[src/rtl/vga_timing_pkg.sv]
// Shared constants for the raster timing generator: standard mode bundles,
// default colour width and the colour-bar palette used by the test pattern.
`timescale 1ns/1ps
package vga_timing_pkg;

   typedef struct packed {
      int unsigned h_active;
      int unsigned h_fp;
      int unsigned h_sync;
      int unsigned h_bp;
      int unsigned v_active;
      int unsigned v_fp;
      int unsigned v_sync;
      int unsigned v_bp;
      logic        h_pol;
      logic        v_pol;
   } vga_mode_t;

   localparam vga_mode_t VGA_640x480 = '{
      h_active: 640, h_fp: 16, h_sync: 96, h_bp: 48,
      v_active: 480, v_fp: 10, v_sync: 2, v_bp: 33,
      h_pol: 1'b0, v_pol: 1'b0};

   localparam vga_mode_t SVGA_800x600 = '{
      h_active: 800, h_fp: 40, h_sync: 128, h_bp: 88,
      v_active: 600, v_fp: 1, v_sync: 4, v_bp: 23,
      h_pol: 1'b1, v_pol: 1'b1};

   localparam vga_mode_t HD_1280x720 = '{
      h_active: 1280, h_fp: 110, h_sync: 40, h_bp: 220,
      v_active: 720, v_fp: 5, v_sync: 5, v_bp: 20,
      h_pol: 1'b1, v_pol: 1'b1};

   localparam int RGB_W_DEFAULT = 24;
   localparam int NUM_BARS      = 8;

   // {red, green, blue} on/off code per bar, left to right across the line
   function automatic logic [2:0] bar_colour(input logic [2:0] idx);
      case (idx)
         3'd0:    bar_colour = 3'b111;
         3'd1:    bar_colour = 3'b110;
         3'd2:    bar_colour = 3'b011;
         3'd3:    bar_colour = 3'b010;
         3'd4:    bar_colour = 3'b101;
         3'd5:    bar_colour = 3'b100;
         3'd6:    bar_colour = 3'b001;
         default: bar_colour = 3'b000;
      endcase
   endfunction

endpackage

[src/rtl/vga_timing_gen_axis_counter.sv]
// One raster axis: wrapping position counter, terminal-count flag and
// constant-bound decode of the sync window and visible region.
`timescale 1ns/1ps
module vga_axis_counter #(
   parameter int ACTIVE = 640,
   parameter int FP     = 16,
   parameter int SYNC   = 96,
   parameter int BP     = 48,
   parameter int CNT_W  = 11
) (
   input  logic             clock,
   input  logic             reset,
   input  logic             en,
   output logic [CNT_W-1:0] cnt,
   output logic             tc,
   output logic             sync_raw,
   output logic             in_active
);

   localparam int TOTAL = ACTIVE + FP + SYNC + BP;

   generate
      if (ACTIVE < 1 || FP < 1 || SYNC < 1 || BP < 1)
         $error("vga_axis_counter: every window width must be non-zero");
      if (TOTAL > (1 << CNT_W))
         $error("vga_axis_counter: axis total does not fit in CNT_W bits");
   endgenerate

   localparam logic [CNT_W-1:0] LAST       = CNT_W'(TOTAL - 1);
   localparam logic [CNT_W-1:0] ACT_END    = CNT_W'(ACTIVE);
   localparam logic [CNT_W-1:0] SYNC_START = CNT_W'(ACTIVE + FP);
   localparam logic [CNT_W-1:0] SYNC_END   = CNT_W'(ACTIVE + FP + SYNC);

   always_ff @(posedge clock or posedge reset) begin
      if (reset)
         cnt <= '0;
      else if (en)
         cnt <= tc ? '0 : cnt + 1'b1;
   end

   assign tc        = (cnt == LAST);
   assign sync_raw  = (cnt >= SYNC_START) && (cnt < SYNC_END);
   assign in_active = (cnt < ACT_END);

endmodule

[src/rtl/vga_timing_gen.sv]
// Parametrised raster timing generator with one-pixel registered output stage.
// Optional colour-bar source enabled by defining VGA_TIMING_TESTPAT_EN.
`timescale 1ns/1ps
module vga_timing_gen
   import vga_timing_pkg::*;
#(
   parameter int H_ACTIVE = VGA_640x480.h_active,
   parameter int H_FP     = VGA_640x480.h_fp,
   parameter int H_SYNC   = VGA_640x480.h_sync,
   parameter int H_BP     = VGA_640x480.h_bp,
   parameter int V_ACTIVE = VGA_640x480.v_active,
   parameter int V_FP     = VGA_640x480.v_fp,
   parameter int V_SYNC   = VGA_640x480.v_sync,
   parameter int V_BP     = VGA_640x480.v_bp,
   parameter bit H_POL    = VGA_640x480.h_pol,
   parameter bit V_POL    = VGA_640x480.v_pol,
   parameter int CNT_W    = 11,
   parameter int RGB_W    = RGB_W_DEFAULT
) (
   input  logic             clock,
   input  logic             reset,
   input  logic             pix_ce,
   input  logic [RGB_W-1:0] rgb_in,
   input  logic             test_mode,
   output logic [CNT_W-1:0] x,
   output logic [CNT_W-1:0] y,
   output logic             active,
   output logic             hsync,
   output logic             vsync,
   output logic             data_enable,
   output logic [RGB_W-1:0] rgb_out,
   output logic             line_start,
   output logic             frame_start
);

   logic [CNT_W-1:0] h_cnt, v_cnt;
   logic             h_tc, v_tc_unused;
   logic             h_sync_raw, v_sync_raw;
   logic             h_act, v_act;
   logic [RGB_W-1:0] src_rgb;

   vga_axis_counter #(
      .ACTIVE(H_ACTIVE), .FP(H_FP), .SYNC(H_SYNC), .BP(H_BP), .CNT_W(CNT_W)
   ) u_h_axis (
      .clock     (clock),
      .reset     (reset),
      .en        (pix_ce),
      .cnt       (h_cnt),
      .tc        (h_tc),
      .sync_raw  (h_sync_raw),
      .in_active (h_act)
   );

   // Vertical axis steps on the same edge the horizontal counter wraps.
   vga_axis_counter #(
      .ACTIVE(V_ACTIVE), .FP(V_FP), .SYNC(V_SYNC), .BP(V_BP), .CNT_W(CNT_W)
   ) u_v_axis (
      .clock     (clock),
      .reset     (reset),
      .en        (pix_ce & h_tc),
      .cnt       (v_cnt),
      .tc        (v_tc_unused),
      .sync_raw  (v_sync_raw),
      .in_active (v_act)
   );

   assign x      = h_cnt;
   assign y      = v_cnt;
   assign active = h_act & v_act;

`ifdef VGA_TIMING_TESTPAT_EN
   localparam int CH = RGB_W / 3;

   logic [2:0]       bar_idx;
   logic [2:0]       bar_code;
   logic [RGB_W-1:0] bar_rgb;

   // Bar k starts at ceil(k*H_ACTIVE/8), i.e. floor(x*8/H_ACTIVE) as compares.
   always_comb begin
      bar_idx = '0;
      for (int k = 1; k < NUM_BARS; k++) begin
         if (h_cnt >= CNT_W'((k * H_ACTIVE + NUM_BARS - 1) / NUM_BARS))
            bar_idx = 3'(k);
      end
      bar_code = bar_colour(bar_idx);
      bar_rgb  = '0;
      bar_rgb[3*CH-1:0] = {{CH{bar_code[2]}}, {CH{bar_code[1]}}, {CH{bar_code[0]}}};
   end

   assign src_rgb = test_mode ? bar_rgb : rgb_in;
`else
   logic unused_test_mode;
   assign unused_test_mode = test_mode;
   assign src_rgb          = rgb_in;
`endif

   always_ff @(posedge clock or posedge reset) begin
      if (reset) begin
         hsync       <= !H_POL;
         vsync       <= !V_POL;
         data_enable <= 1'b0;
         rgb_out     <= '0;
         line_start  <= 1'b0;
         frame_start <= 1'b0;
      end else if (pix_ce) begin
         hsync       <= h_sync_raw ^ !H_POL;
         vsync       <= v_sync_raw ^ !V_POL;
         data_enable <= active;
         rgb_out     <= active ? src_rgb : '0;
         line_start  <= (h_cnt == '0);
         frame_start <= (h_cnt == '0) && (v_cnt == '0);
      end
   end

endmodule

[config.mk]
export PLATFORM = sky130hd
export DESIGN_NAME = vga_timing_gen
export DESIGN_NICKNAME = d
export VERILOG_FILES = /design/src/rtl/vga_timing_pkg.sv /design/src/rtl/vga_timing_gen_axis_counter.sv /design/src/rtl/vga_timing_gen.sv
export SDC_FILE = /design/constraint.sdc
export NUM_CORES = 1
export LEC_CHECK = 0
export CELL_PAD_IN_SITES_DETAIL_PLACEMENT = 0
export CELL_PAD_IN_SITES_GLOBAL_PLACEMENT = 1
export CORE_UTILIZATION = 34
export CTS_CLUSTER_DIAMETER = 150
export DETAILED_ROUTE_END_ITERATION = 7
export PLACE_DENSITY = 0.88
export REMOVE_ABC_BUFFERS = 1
export SETUP_SLACK_MARGIN = 0.4
export SLEW_MARGIN = 20
export SYNTH_ARGS = -nofsm -noshare
export SYNTH_HDL_FRONTEND = slang
export SYNTH_SLANG_ARGS = --single-unit
[constraint.sdc]
create_clock -name clock -period 2.6 [get_ports clock]
set_input_delay 0.39 -clock clock [delete_from_list [all_inputs] [get_ports clock]]
set_output_delay 0.39 -clock clock [all_outputs]
set_load 0.02 [all_outputs]
==> flow_metrics.env <==
export IMPL_status="complete, no violations"
export IMPL_grt_antenna_before_repair=0
export IMPL_wl_per_cell_um=15.0
export IMPL_avgViaCountPerCell=5.19
export IMPL_ys_types=44
export IMPL_timing_fmax_mhz=476
export IMPL_nNetsFinal=313
export IMPL_grt_max_degree=30
export IMPL_synth_edf_count=0
export IMPL_p_leak_uw=0.00146
export IMPL_die_w_um=83.2
export IMPL_syn_inst=196
export IMPL_yosysWarnings=0
export IMPL_power_density_mw_per_mm2=607
export IMPL_slew_violations=0
export IMPL_reg2reg_slack_ns=0.50
export IMPL_cp_top_family="simple AND/OR/NAND/NOR gates"
export IMPL_cts_root_buf="clkbuf_8"
export IMPL_fillCellCount=563
export IMPL_clk_latency_ns=0.30
export IMPL_maxCapViolCount=0
export IMPL_seqPwrFrac=0.469
export IMPL_die_h_um=83.2
export IMPL_critPathSlowestCell="or4_4"
export IMPL_finClkSkew_ns=0.00639
export IMPL_drt_wl_total_um=5400
export IMPL_rows=29
export IMPL_p_sw_frac=0.276
export IMPL_hpwl_um=3850
export IMPL_ys_seq_area_frac=0.570
export IMPL_hold_class="in2async"
export IMPL_ctsHoldBuffers=0
export IMPL_synthTopCellsByArea="dfrtp_1 55%, a22o_1 9.4%, nor2_1 2.8%"
export IMPL_synth_seq_cells=51
export IMPL_syn_avg_cell_area_um2=11.4
export IMPL_pwr_share_clk=0.321
export IMPL_stdcell_area_mm2=0.00331
export IMPL_synth_cell_area_mm2=0.00224
export IMPL_netlist_area_leader_share=0.547
export IMPL_cp_required_ns=2.79
export IMPL_slew_headroom=0.577
export IMPL_critical_path_startpoint_type="flop"
export IMPL_clk_pin_slew_ns=0.09
export IMPL_layout_common_cells="77 x clkdlybuf4s50_1, 47 x dfrtp_1, 24 x a22o_1"
export IMPL_placedCellCount=351
export IMPL_gp_congestion=0.798
export IMPL_vias=1863
export IMPL_drive_gt1_frac=0.0922
export IMPL_ioPinCount=80
export IMPL_holdWs_ns=0.498
export IMPL_rsz0062_at_grt="no"
export IMPL_cp_buffers_inverters=0
export IMPL_seq_area_mm2=0.00128
export IMPL_cts_buffers_inserted=5
export IMPL_initial_core_util=0.353
export IMPL_critical_path_class="reg2reg"
export IMPL_multi_input_area_um2=911
export IMPL_cts_max_level=2
export IMPL_drc=0
export IMPL_synth_top_area_cell="dfrtp_1"
export IMPL_antenna_left=0
export IMPL_synth_flop_cell="dfrtp_1"
export IMPL_port_buffer_count=78
export IMPL_drtIter0Drc=115
export IMPL_grt_pass1_vias=1824
export IMPL_crit_path_max_incr_delay_ns=0.57
export IMPL_syn2layout_area_growth_pct=47.4
export IMPL_crit_path_cell_trace="or3b_1 > or4_4 > nor4_4 > mux2_1"
export IMPL_power_switching_uw=554
export IMPL_setup_viol=0
export IMPL_power_internal_uw=1450
export IMPL_final_setup_tns_ns=0
export IMPL_critical_path_max_fanout=8
export IMPL_min_period_ns=2.10
export IMPL_clockBufferDepth=2
export IMPL_grt_pass1_wl_um=9030
export IMPL_drt_first_pass_iters=4
export IMPL_stdcell_count=359
export IMPL_clock_sink_count=51
export IMPL_grt_overflow_total=0
export IMPL_ir_worst_vdd_mv=0.420
export IMPL_num_antenna_cells=0
export IMPL_finalCritPeriodShare=0.808
export IMPL_dpl_instance_area_mm2=0.00317
export IMPL_end_kind="flop"
export IMPL_die_area_mm2=0.00693
export IMPL_p_total_uw=2010
export IMPL_tightest_slew_ns=0.634
export IMPL_hold_viol_final=0
export IMPL_grt_usage=0.160
export IMPL_final_common_cell="clkdlybuf4s50_1"
export IMPL_core_area_mm2=0.00635
export IMPL_async_flop_share=1.00
export IMPL_arrival_ns=2.29
export IMPL_cts_tree="yes"
export IMPL_combPwrFrac=0.210
-- metal layers --
| layer | part of all wire | GRT usage |
|---|---|---|
| met1 | 0.48 | 0.230 |
| met2 | 0.47 | 0.249 |
| met3 | 0.045 | 0.0368 |
| met4 | 0.0044 | 0.0282 |
| met5 | 0 | 0 |
-- synthesized netlist by cell type, drive strengths merged (3+ instances only) --
cell type / n
nand2: 8
a22o: 24
nor2: 17
ha: 4
o31ai: 4
nand4: 6
nor4: 4
o21ai: 8
and4: 4
clkbuf: 6
nor3: 3
inv: 9
xor2: 6
xnor2: 5
nand3: 8
dfrtp: 49
-- per-stage QoR --
stage                     worst slack [ns]   util
after floorplan                      0.105      -
after global placement               0.267  0.499
after detailed placement             0.211  0.499
after CTS                            0.419  0.519
after global routing                 0.430  0.521
final                                0.500  0.521
-- flip-flops by register name (all words and copies together) (netlist names) --
signal        flops
u_h_axis.cnt     11
u_v_axis.cnt     11
rgb_out          24
vsync             1
line_start        1
data_enable       1
frame_start       1
hsync             1
-- final timing paths --
| check | start | end | cells past startpoint |
|---|---|---|---|
| min reg2reg | frame_start | frame_start | 1 |
| min | reset | rgb_out[19] | 2 |
| max | u_h_axis.cnt[7] | u_v_axis.cnt[10] | 4 |
| min in group clock | frame_start | frame_start | 1 |
| max reg2reg | u_h_axis.cnt[7] | u_v_axis.cnt[10] | 4 |
| max in group asynchronous | reset | vsync | 3 |
-- kinds of logic after synthesis --
family,share of synthesized area
DFF,0.570
xor gates and xnor gates,0.0429
buffers and inverters,0.0296
AOI/OAI and AO/OA,0.159
and+or+nand+nor,0.167
adders and majority gates,0.0223
muxes,0.00948
-- area by class of cell --
type,instances,area share
timing repair buffer,86,0.258
clock buffer,6,0.0219
multi-input combinational,128,0.275
tap,77,0.0291
sequential,51,0.387
inverter,9,0.0102
clock inverter,2,0.0182
-- power by group through the flow --
stage / Combinational [µW] / Sequential [µW] / Clock (µW)
floorplan: 158 / 1000 / 0
global placement: 411 / 955 / 0
detailed placement: 419 / 954 / 0
CTS: 423 / 940 / 660
global route: 456 / 959 / 687
finish: 422 / 941 / 643
-- what timing repair did --
item / CTS / global route
cloned: 0 / 0
setup endpoints to repair: 1 / 5
resized for setup: 1 / 4
buffers inserted: 0 / 0
pin swaps: 0 / 0
No activity file was read; power rests on OpenSTA's default activity.
==> RTL change 1: new RTL, same flow settings <==
One comparison of `cnt` changes from == to >=.
--- a/src/rtl/vga_timing_gen_axis_counter.sv
+++ b/src/rtl/vga_timing_gen_axis_counter.sv
@@ -38,7 +38,7 @@
          cnt <= tc ? '0 : cnt + 1'b1;
    end
 
-   assign tc        = (cnt == LAST);
+   assign tc        = (cnt >= LAST);
    assign sync_raw  = (cnt >= SYNC_START) && (cnt < SYNC_END);
    assign in_active = (cnt < ACT_END);
 
Function: same outputs for any inputs over 10 cycles, from zero or initial values and one cycle with reset high; that may be too few to reach the edited logic, so the function may still have changed.
==> RTL change 1 against the unedited design <==
- power rose by 16%
- synthesized cell count rose by 32%
- routed wire length rose by 14%
- final area rose by 7.4%
- worst setup slack improved by 0.048 ns
- register-to-register slack improved by 0.33 ns
- sequential share of layout area fell by 2.7 points
- global-route usage fell by 0.53 points
- critical path depth did not move
- area after synthesis rose by 14%
- sequential cell count did not move
- largest power group unchanged
- highest routed layer unchanged
==> RTL change 1: results (changes against the unedited design) <==
outcome:
  outcome: "finished clean"  # unchanged
global_route:
  grt_max_degree: 52  # was 30
  grt_first_pass_wirelength_mm: 9.27  # was 9.03 mm
  grtUsageTotal_pct: 15.4  # was 16.0%
cells_and_area:
  inverters_excl_clock: 35  # was 9
  n_all_buffers: 82  # was 86
  comb.multi_input.count: 160  # was 128
  sh_seq_area_pct: 36.0  # was 38.7%
  n_clock_buffer: 5  # was 6
worst_setup_path:
  cpPeakStageDelay_ns: 0.53  # was 0.57 ns
  regToRegEndpoint: "u_v_axis.cnt[5]"  # was u_v_axis.cnt[10]
  critical_path.startpoint: "u_v_axis.cnt[5]"  # was u_h_axis.cnt[7]
  critPathTopFamily: "flip-flops"  # was simple AND/OR/NAND/NOR gates
  r2r_cells: 5  # was 4
  r2r_slack_ns: 0.83  # was 0.50 ns
  arrival_ns: 1.66  # was 2.29 ns
logic_synthesis:
  yosys.area_share.xor_xnor_pct: 2.74  # was 4.29%
  synth-compound-area-share_pct: 15.2  # was 15.9%
  synth.area.top_cells: "dfrtp_1 (48%), o22ai_1 (6.1%), inv_1 (5.1%)"  # was dfrtp_1 (55%), a22o_1 (9.4%), nor2_1 (2.8%)
  synthAdderAreaFrac_pct: 1.96  # was 2.23%
  seq_area_frac_synth_pct: 50.0  # was 57.0%
sta:
  relSlewSlack_pct: 60.2  # was 57.7%
  hold-worst-slack_ns: 0.433  # was 0.498 ns
placed_design:
  gp_congestion: 0.806  # was 0.798
  dp_hpwl_mm: 4.41  # was 3.85 mm
  pre_cts_ws_ns: 0.575  # was 0.211 ns
detailed_routing:
  vias: 2094  # was 1863
  routed_wl_mm: 6.15  # was 5.40 mm
  post_drt_wl_per_cell_um: 14.1  # was 15.0 um
power:
  p_sw_share_pct: 34.5  # was 27.6%
  pwr.group.clock_mw: 0.561  # was 0.643 mW
  p_leak_nw: 1.48  # was 1.46 nW
  p_per_area_nw_per_um2: 654  # was 607 nW/um^2
==> RTL change 1: metal layers <==
metal | track usage (%) | share of wire, %
met1 | 19.3 | 46
met2 | 25.5 | 45
met3 | 4.20 | 7.6
met4 | 5.72 | 0.80
met5 | 0 | 0
==> RTL change 1: what timing repair did <==
action,4_1_cts,5_1_grt
endpoints found under the hold margin,0,0
setup endpoints to repair,1,0
buffers inserted,0,0
gates resized for setup,2,0
==> RTL change 1: kinds of logic after synthesis <==
family	count (synthesis)
buffers and inverters	48
adders and majority gates	4
DFF	51
and+or+nand+nor	91
muxes	2
AOI/OAI and AO/OA	55
xor gates and xnor gates	8
==> RTL change 1: worst max-delay path by stage <==
stage | end | slack [ns]
after CTS | active | 0.52
after floorplan | active | 0.43
after detailed placement | active | 0.57
after global routing | active | 0.41
after global placement | active | 0.58
final | active | 0.55
==> RTL change 2: new RTL, config.mk and constraints unchanged <==
Made on the original files. The package constant `RGB_W_DEFAULT` goes from 24 to 36.
--- a/src/rtl/vga_timing_pkg.sv
+++ b/src/rtl/vga_timing_pkg.sv
@@ -31,7 +31,7 @@
       v_active: 720, v_fp: 5, v_sync: 5, v_bp: 20,
       h_pol: 1'b1, v_pol: 1'b1};
 
-   localparam int RGB_W_DEFAULT = 24;
+   localparam int RGB_W_DEFAULT = 36;
    localparam int NUM_BARS      = 8;
 
    // {red, green, blue} on/off code per bar, left to right across the line
Ports: changed (resized rgb_in and rgb_out); port bits go from 80 to 104. No check against the original RTL was run, so the function may have changed too.
==> RTL change 2 against the unedited design <==
- area after synthesis up 28%
- clock skew increased by 0.0051 ns
- die area up 27%
- power rose by 44%
- first-iteration DRC count down 5.2%
- global-route usage is 0.64 points higher
- final area up 28%
- sequential cell count grew 12
- via count rose by 37%
- sequential power increased by 29%
- worst setup slack improved by 0.045 ns
- routed wire length grew 31%
- highest routed layer unchanged
==> RTL change 2: results (changes against the unedited design) <==
cells_and_area:
  diodes: 0  # unchanged
  nets: 453  # was 313
  fillers: 759  # was 563
  multi_input_area_sq_um: 1070  # was 911 sq um
  final_cells: 519  # was 359
  top_regs: "rgb_out (36), u_h_axis.cnt (11), u_v_axis.cnt (11)"  # was rgb_out (24), u_h_axis.cnt (11), u_v_axis.cnt (11)
  drive_gt1_share_pct: 7.25  # was 9.22%
power:
  vdd_ir_drop_max_uv: 409  # was 420 uV
  pg_comb_mw: 0.668  # was 0.422 mW
  clkPwrFrac_pct: 35.0  # was 32.1%
  p_sw_mw: 0.819  # was 0.554 mW
  p_leak_nw: 1.88  # was 1.46 nW
  p_per_area_nw_per_um2: 682  # was 607 nW/um^2
logic_synthesis:
  synth_common_cells: "dfrtp_1 (61), nand2_1 (50), inv_1 (44), o22ai_1 (37)"  # was dfrtp_1 (49), a22o_1 (24), nor2_1 (17)
  muxShareOfSynthArea_pct: 1.09  # was 0.948%
  synth-compound-area-share_pct: 12.0  # was 15.9%
  yosys.area_share.xor_xnor_pct: 3.36  # was 4.29%
  synthCells: 307  # was 196
  synthAdderAreaFrac_pct: 1.75  # was 2.23%
  synth.area.top_cells: "dfrtp_1 (53%), o22ai_1 (8.1%), nand2_1 (6.5%)"  # was dfrtp_1 (55%), a22o_1 (9.4%), nor2_1 (2.8%)
  post_synth_num_cell_types: 36  # was 44
  yosys_warnings: 0  # unchanged
  seq_area_frac_synth_pct: 55.1  # was 57.0%
clock_network:
  cts_buffer_depth: 2  # unchanged
  clock_latency_ns: 0.33  # was 0.30 ns
  htreeDepth: 3  # was 2
  cts_buffers: 9  # was 5
  clk_transition_reported_paths_ns: 0.07  # was 0.09 ns
sta:
  skew_ns: 0.0115  # was 0.00639 ns
  relSlewSlack_pct: 56.2  # was 57.7%
detailed_routing:
  vias: 2547  # was 1863
  wl_met1_mm: 3.30  # was 2.59 mm
  dr_wl_met2_mm: 3.29  # was 2.54 mm
  dr_wl_met3_um: 382  # was 244 um
  drtIter0Drc: 109  # was 115
  routed_wl_mm: 7.06  # was 5.40 mm
global_route:
  use_met2_pct: 27.0  # was 24.9%
  grt_max_degree: 74  # was 30
  grtUsageTotal_pct: 16.6  # was 16.0%
  grtUsageMet1_pct: 21.2  # was 23.0%
  met3_usage_pct: 3.40  # was 3.68%
  grt_pass1_vias: 2342  # was 1824
  grt_first_pass_wirelength_mm: 11.3  # was 9.03 mm
worst_setup_path:
  crit_fanout: 7  # was 8
  arrival_ns: 2.32  # was 2.29 ns
placed_design:
  dp_hpwl_mm: 4.77  # was 3.85 mm
  gp_congestion: 0.888  # was 0.798
  placed_cell_area_sq_um: 4000  # was 3170 sq um
  dpl.cell_count: 503  # was 351
  io_buffers: 102  # was 78
  pre_cts_ws_ns: 0.556  # was 0.211 ns
min_path:
  hold_path.class: "in -> reg"  # was in -> async
outcome:
  outcome: "finished clean"  # unchanged
## RTL change 2: cell types whose count changed in the layout (fill, tap and decap cells not counted), moves of 8 or more
cell / change
nand2_1: +42
dfrtp_1: +14
inv_1: +36
nor2_1: -8
clkbuf_8: +8
a22o_1: -24
clkdlybuf4s50_1: +23
o22ai_1: +36
## RTL change 2: worst paths after layout
path / cells after the start / end / start / slack (ns)
worst max-delay path: 4 / u_v_axis.cnt[7] / u_h_axis.cnt[5] / 0.55
worst min-delay path: 2 / hsync / pix_ce / 0.38
worst max register to register: 4 / u_v_axis.cnt[7] / u_h_axis.cnt[5] / 0.55
worst min register to register: 2 / frame_start / frame_start / 0.49
max in group asynchronous: 3 / vsync / reset / 1.84
min in group asynchronous: 3 / u_v_axis.cnt[7] / reset / 0.43
## RTL change 2: cell type report
class	count	share of cell area, %
flip-flops and latches	63	37.2
multi-input cells	185	25.2
repair buffers	106	24.9
clock buffers	14	4.30
inverters	44	3.89
well taps	105	3.09
clock inverters	2	1.41
